[src/rtl/risc_datapath.sv]
// RISC datapath: 8x16 register file, A/B/C operand registers,
// shifter, ALU and {N,V,Z} status register.
module risc_datapath (
  input  logic        clk,
  input  logic        reset,
  input  logic [15:0] instr,
  input  logic        loada,
  input  logic        loadb,
  input  logic        loadc,
  input  logic        loads,
  input  logic        asel,
  input  logic        bsel,
  input  logic [1:0]  vsel,
  input  logic [2:0]  nsel,
  input  logic        write,
  output logic [15:0] datapath_out,
  output logic [2:0]  status
);

  logic [15:0] regs_q [8];
  logic [15:0] a_q, b_q, c_q;
  logic [2:0]  s_q;

  logic [1:0]  op;
  logic [1:0]  sh;
  logic [2:0]  rn, rd, rm;
  logic [7:0]  imm8;
  logic [4:0]  imm5;
  logic        unused_opc;

  assign op   = instr[12:11];
  assign rn   = instr[10:8];
  assign rd   = instr[7:5];
  assign sh   = instr[4:3];
  assign rm   = instr[2:0];
  assign imm8 = instr[7:0];
  assign imm5 = instr[4:0];
  assign unused_opc = ^instr[15:13];

  logic [2:0]  num;
  logic [15:0] rdata;
  logic [15:0] wb_d;

  // nsel is prioritised, so overlapping bits are legal
  always_comb begin
    if (nsel[2])      num = rn;
    else if (nsel[1]) num = rd;
    else              num = rm;
  end

  assign rdata = regs_q[num];

  always_comb begin
    unique case (vsel)
      2'b00:   wb_d = c_q;
      2'b01:   wb_d = 16'h0000;
      2'b10:   wb_d = {{8{imm8[7]}}, imm8};
      default: wb_d = {8'h00, imm8};
    endcase
  end

  logic [15:0] shout;
  logic [15:0] ain, bin;
  logic [15:0] alu_d;
  logic        v_d;
  logic [2:0]  s_d;

  always_comb begin
    unique case (sh)
      2'b00:   shout = b_q;
      2'b01:   shout = {b_q[14:0], 1'b0};
      2'b10:   shout = {1'b0, b_q[15:1]};
      default: shout = {b_q[15], b_q[15:1]};
    endcase
  end

  assign ain = asel ? 16'h0000 : a_q;
  assign bin = bsel ? {{11{imm5[4]}}, imm5}
                    : shout;

  always_comb begin
    v_d = 1'b0;
    unique case (op)
      2'b00: begin
        alu_d = ain + bin;
        v_d   = (ain[15] ~^ bin[15])
              & (alu_d[15] ^ ain[15]);
      end
      2'b01: begin
        alu_d = ain - bin;
        v_d   = (ain[15] ^ bin[15])
              & (alu_d[15] ^ ain[15]);
      end
      2'b10:   alu_d = ain & bin;
      default: alu_d = ~bin;
    endcase
  end

  assign s_d = {alu_d[15], v_d, alu_d == 16'h0000};

  always_ff @(posedge clk) begin
    if (reset) begin
      for (int i = 0; i < 8; i++)
        regs_q[i] <= 16'h0000;
    end else if (write) begin
      regs_q[num] <= wb_d;
    end
  end

  always_ff @(posedge clk) begin
    if (reset) begin
      a_q <= 16'h0000;
      b_q <= 16'h0000;
      c_q <= 16'h0000;
      s_q <= 3'b000;
    end else begin
      if (loada) a_q <= rdata;
      if (loadb) b_q <= rdata;
      if (loadc) c_q <= alu_d;
      if (loads) s_q <= s_d;
    end
  end

  assign datapath_out = c_q;
  assign status       = s_q;

endmodule

[config.mk]
export PLATFORM = sky130hd
export DESIGN_NAME = risc_datapath
export DESIGN_NICKNAME = d
export VERILOG_FILES = /design/src/rtl/risc_datapath.sv
export SDC_FILE = /design/constraint.sdc
export NUM_CORES = 1
export LEC_CHECK = 0
export BUFFER_PORTS_ARGS = -buffer_cell sky130_fd_sc_hd__buf_4
export CAP_MARGIN = 0
export CORE_ASPECT_RATIO = 0.7
export CORE_MARGIN = 2
export CORE_UTILIZATION = 58
export DETAILED_ROUTE_END_ITERATION = 6
export PLACE_DENSITY_LB_ADDON = 0.08
export SKIP_LAST_GASP = 1
export SYNTH_ARGS = -nofsm -noshare
export SYNTH_HDL_FRONTEND = slang
export SYNTH_SLANG_ARGS = --single-unit
[constraint.sdc]
create_clock -name clk -period 4.7 [get_ports clk]
set_clock_uncertainty 0.15 [all_clocks]
set_input_delay 0.47 -clock clk [delete_from_list [all_inputs] [get_ports clk]]
set_output_delay 0.47 -clock clk [all_outputs]
set_load 0.005 [all_outputs]
# ---- After elaboration in Yosys (flattened, before gate mapping)
# Memories as Yosys holds them, arrays and structs flattened.
# Cells that the tools add are included.
dict set report word_totals {
  memories 1
  elab_cells 42
  input_bits 30
  register_bits 51
  mem_bits_rw 128
  output_inout_bits 19
}
# name depth word_bits read_ports rd_clocked_by_memory_dff wr line_no
set mem_list {}
lappend mem_list {regs_q 8 16 1 0 8 20} ;# logic [15:0] regs_q [8];
dict set report classes {
  n_mux 16
  n_eq_ne 6
  n_addsub 2
  bitwise 8
  n_reduce_logical 5
}
# operator n
set op_table {}
lappend op_table {{$pmux W16 S3} 3}
lappend op_table {{$mux W16} 3}
lappend op_table {{$add A16 B16 Y16} 1}
lappend op_table {{$and A16 B16 Y16} 1}
lappend op_table {{$logic_not A16 Y1} 1}
lappend op_table {{$not A16 Y16} 1}
lappend op_table {{$reduce_or A16 Y1} 1}
lappend op_table {{$sub A16 B16 Y16} 1}
lappend op_table {{$mux W3} 3}
lappend op_table {{$eq A2 B1 Y1 const B} 3}
lappend op_table {{$eq A2 B2 Y1 const B} 3}
lappend op_table {{$logic_not A2 Y1} 3}
lappend op_table {{$mux W1} 6}
lappend op_table {{$xor A1 B1 Y1} 3}
lappend op_table {{$and A1 B1 Y1} 2}
lappend op_table {{$pmux W1 S2} 1}
lappend op_table {{$xnor A1 B1 Y1} 1}

# ---- Longest topological paths before layout
dict set report depth {
  depth_word 7
  depth_mapped 18
  mapped_depth_nobuf 15
}

# ---- Worst setup path after synthesis
# No wires, ideal clock.
dict set report synth_timing {
  path_kind {input to register}
  start {input instr[3]}
  end {register c_q[15] (netlist: datapath_out[15])}
  setup_time_ns 0.065
  path_buffers 1
  stages 16
  slack_ns 0.750
  arrival_time_ns 3.735
  required_time_ns 4.485
  cell_sequence {buf_2 mux2i_1 o21ai_0 mux2i_1 inv_1 ha_1 or2_0 a221oi_2 nor2_1 o31a_1 a2111oi_0 o221ai_1 xnor2_1 a22oi_1 mux2i_1 nor2_1}
}
dict set report synth_via {
  elab_chain_cells 5
  word_cells_on_any_way 10
  classes_between {add/sub (2); eq/ne (2); mux (3); bitwise (2); reduce/logical (1)}
}
# item line_no
set synth_lines {}
lappend synth_lines {{from (decl)} 6} ;# input logic [15:0] instr,
lappend synth_lines {{$eq A2 B2 Y1 (tied with other cells)} 69} ;# unique case (sh)
lappend synth_lines {{$pmux W16 S3} 69}
lappend synth_lines {{$mux W16 (*)} 78} ;# assign bin = bsel ? {{11{imm5[4]}}, imm5}
lappend synth_lines {{$sub A16 B16 Y16 (tied with other cells)} 90} ;# alu_d = ain - bin;
lappend synth_lines {{$pmux W16 S3 (*)} 83} ;# unique case (op)
lappend synth_lines {{to (signal assigned)} 119} ;# if (loadc) c_q <= alu_d;
lappend synth_lines {{to (decl)} 21} ;# logic [15:0] a_q, b_q, c_q;
# Every way passes the cells marked *; elsewhere a longest branch is shown, timed or not.
# A chain may end at the register's enable or synchronous reset.

# ---- Final worst setup path
dict set report layout_timing {
  start {register b_q[0]}
  end {register s_q[0] (netlist: status[0])}
}
dict set report layout_via {
  elab_chain_cells 5
  word_cells_on_any_way 8
  classes_between {add/sub (2); mux (3); bitwise (2); reduce/logical (1)}
}
# item line_no
set layout_lines {}
lappend layout_lines {{from (decl)} 21}
lappend layout_lines {{from (signal assigned)} 118} ;# if (loadb) b_q <= rdata;
lappend layout_lines {{$pmux W16 S3 (*)} 69}
lappend layout_lines {{$mux W16 (*)} 78}
lappend layout_lines {{$sub A16 B16 Y16 (tied with other cells)} 90}
lappend layout_lines {{$pmux W16 S3 (*)} 83}
lappend layout_lines {{$logic_not A16 Y1 (*)} 99} ;# assign s_d = {alu_d[15], v_d, alu_d == 16'h0000};
lappend layout_lines {{to (signal assigned)} 115} ;# s_q <= 3'b000;
lappend layout_lines {{to (signal assigned)} 120} ;# if (loads) s_q <= s_d;
lappend layout_lines {{to (decl)} 22} ;# logic [2:0] s_q;
# Marked as above.

==> flow_metrics.env <==
export IMPL_end_kind="register"
export IMPL_viasPerCell=6.230
export IMPL_fin_hold_ws_ns=0.1806
export IMPL_synth_fp_nets=998
export IMPL_fillers=1285
export IMPL_wl_per_cell_um=21.27
export IMPL_hold_buffers=0
export IMPL_r2r_end="status[0]$_SDFFE_PP0P_"
export IMPL_netlist_area_um2=9887
export IMPL_syn_to_final_growth_pct=11.54
export IMPL_max_cap_viol_count=0
export IMPL_grt_start_max_net_pins=54
export IMPL_drive_gt1_frac=0.1515
export IMPL_period_needed_ns=4.343
export IMPL_arrival_ns=4.53
export IMPL_finalSetupTns_ns=0
export IMPL_clkSinkCount=179
export IMPL_cts_reportedPaths_clkPinSlew_ns=0.07
export IMPL_final_cell_count_no_fill=1189
export IMPL_final_cell_mix="nor2_1 (199), edfxtp_1 (128), buf_4 (63), dfxtp_1 (51), mux2i_1 (46)"
export IMPL_dpl_worst_slack_ns=0.1188
export IMPL_fp_row_count=39
export IMPL_core_area_um2=16490
export IMPL_vdd_drop_max_mv=0.3277
export IMPL_antenna_found_initial=0
export IMPL_hold_path_end="status[2]$_SDFFE_PP0P_"
export IMPL_crit_required_ns=4.89
export IMPL_worst_r2r_setup_slack_ns=0.36
export IMPL_synth_top_area_share=0.3888
export IMPL_h_tree_depth=4
export IMPL_powerDensity_nw_per_um2=363.6
export IMPL_slew_violations=0
export IMPL_hold_violations=0
export IMPL_hpwl_um=17590
export IMPL_numPortBuffers=44
export IMPL_nets=1015
export IMPL_dieArea_um2=18120
export IMPL_clockRootBuffer="clkbuf_16"
export IMPL_start_kind="register"
export IMPL_dp_cells=1157
export IMPL_setup_viol=0
export IMPL_drtIter0Drc=876
export IMPL_synth_edf_count=128
export IMPL_fp_dieW_um=160.1
export IMPL_grt_use_total=0.2895
export IMPL_die_y_um=113.2
export IMPL_ys_ff_latch=179
export IMPL_start_util=0.5995
export IMPL_clock_latency_ns=0.42
export IMPL_worst_slew_pin_slew_ns=0.9863
export IMPL_slew_headroom=0.3409
export IMPL_drc=0
export IMPL_yosys_area_top_type="edfxtp_1"
export IMPL_critical_path_class="register to register"
export IMPL_antenna_left=0
export IMPL_synth_ff_type="edfxtp_1"
export IMPL_clockBufferDepth=2
export IMPL_outcome="complete, no violations"
export IMPL_hold_depth=3
export IMPL_reg2reg_from="b_q[0]$_SDFFE_PP0P_"
export IMPL_grt_pass1_wl_um=40030
export IMPL_multi_input_area_um2=4633
export IMPL_reg2regPathDepth=15
export IMPL_vias=7408
export IMPL_gp_congestion=0.8840
export IMPL_setup_slack_ns=0.3568
export IMPL_yosys_top_cells_area="edfxtp_1 (39%), dfxtp_1 (10%), nor2_1 (7.6%)"
export IMPL_grt_pass1_vias=7245
export IMPL_cts_tree="built"
export IMPL_dr_pass1_iters=7
export IMPL_yosysSeqAreaShare=0.4920
export IMPL_post_cts_buffers=0
export IMPL_cts_resized=0
export IMPL_wirelength_um=25290
export IMPL_max_freq_mhz=230.2
export IMPL_io_pins=49
export IMPL_min_path_type="primary input to register"
export IMPL_async_flop_share=0
export IMPL_hp_start="loads"
export IMPL_cts_buffers_inserted=17
export IMPL_ff_latch_area_um2=4865
export IMPL_leakage_nw=4.281
export IMPL_yosys_warnings=0
export IMPL_synth_avg_cell_area_um2=10.59
export IMPL_synthCells=934
export IMPL_synthDistinctLibCells=70
export IMPL_critPathMaxFanout=3
export IMPL_final_common_cell="nor2_1"
export IMPL_grt_ovfl_total=0
export IMPL_layout_worst_path_cycle_share=0.9241
export IMPL_rsz0062_at_grt="false"
export IMPL_diodes=0
synth_stat cells (4+ instances only):
cell,n
o21ai_0,37
dfxtp_1,51
buf_2,14
o21bai_1,4
nor3b_1,9
nor2b_1,25
ha_1,32
nor3_1,18
clkbuf_1,47
nand2_1,42
mux4_2,33
a21o_1,17
edfxtp_1,128
a21oi_1,30
nand2b_1,13
o31ai_1,7
mux2i_1,46
inv_1,39
a31oi_1,4
o31a_1,8
nand3_1,7
a211oi_1,43
xor2_1,5
xnor2_1,10
nor2_1,199
power by group:
group          total, mW  switching (mW)  internal (mW)  leakage, nW
clock               1.49           0.643          0.846        0.315
combinational      0.698           0.420          0.278         2.21
sequential          1.82          0.0470           1.78         1.75
state kept, by name, indices dropped and copies added (netlist names):
name,cells
regs_q,128
datapath_out,16
b_q,16
a_q,16
status,3
worst max-delay path, cell delays in order, from the launching register on:
cell,delay (ns)
dfxtp_1,0.35
or3b_1,0.38
a31oi_2,0.29
ha_1,0.24
inv_1,0.07
fa_1,0.44
nor2b_1,0.16
o21ai_1,0.22
nand3_1,0.19
a31oi_1,0.34
a2111o_1,0.19
o31ai_1,0.09
xor2_1,0.25
o2111ai_1,0.19
or4_1,0.48
o31ai_2,0.22
kinds of logic (layout without fill, tap and decap cells):
logic type,after synthesis,after routing,share of synthesized area
xor+xnor,15,15,0.01329
fa+ha+maj,34,34,0.04455
buf+inv,104,134,0.04201
flops,179,179,0.4920
simple gates,332,332,0.1500
compound gates,190,190,0.1353
mux,80,80,0.1229
metrics by stage:
| step | area [um2] | power [mW] | util |
|---|---|---|---|
| final | 11030 | 4.010 | 0.6686 |
| after global routing | 11030 | 4.159 | 0.6686 |
| after CTS | 11030 | 4.007 | 0.6686 |
| after detailed placement | 10400 | 2.547 | 0.6305 |
| after global placement | 10400 | 2.524 | 0.6305 |
| after floorplan | 9887 | 2.334 | - |
routing by layer:
metal | part of all wire | track usage | vias up
li1 | - | - | 3428
met1 | 0.44 | 0.4307 | 3612
met2 | 0.46 | 0.4574 | 347
met3 | 0.092 | 0.04949 | 21
met4 | 0.0079 | 0.05165 | 0
met5 | 0 | 0 | -
area by class of cell:
cell class | instances | area share
clock inverters | 12 | 0.01169
multi-input cells | 651 | 0.4201
flip-flops and latches | 179 | 0.4411
inverters | 39 | 0.01327
repair buffers | 63 | 0.04289
well taps | 225 | 0.02553
clock buffers | 20 | 0.04538
worst max path at each step:
stage	startpoint	cells after the start	slack [ns]	to
global route	b_q[0]$_SDFFE_PP0P_	15	0.08	status[0]$_SDFFE_PP0P_
detailed placement	instr[3]	16	0.12	status[0]$_SDFFE_PP0P_
floorplan	instr[3]	16	0.75	datapath_out[15]$_SDFFE_PP0P_
CTS	b_q[0]$_SDFFE_PP0P_	15	0.39	status[0]$_SDFFE_PP0P_
global placement	instr[3]	16	0.27	status[0]$_SDFFE_PP0P_
finish	b_q[0]$_SDFFE_PP0P_	15	0.36	status[0]$_SDFFE_PP0P_
Note: power is estimated with default switching activity, not from simulation.
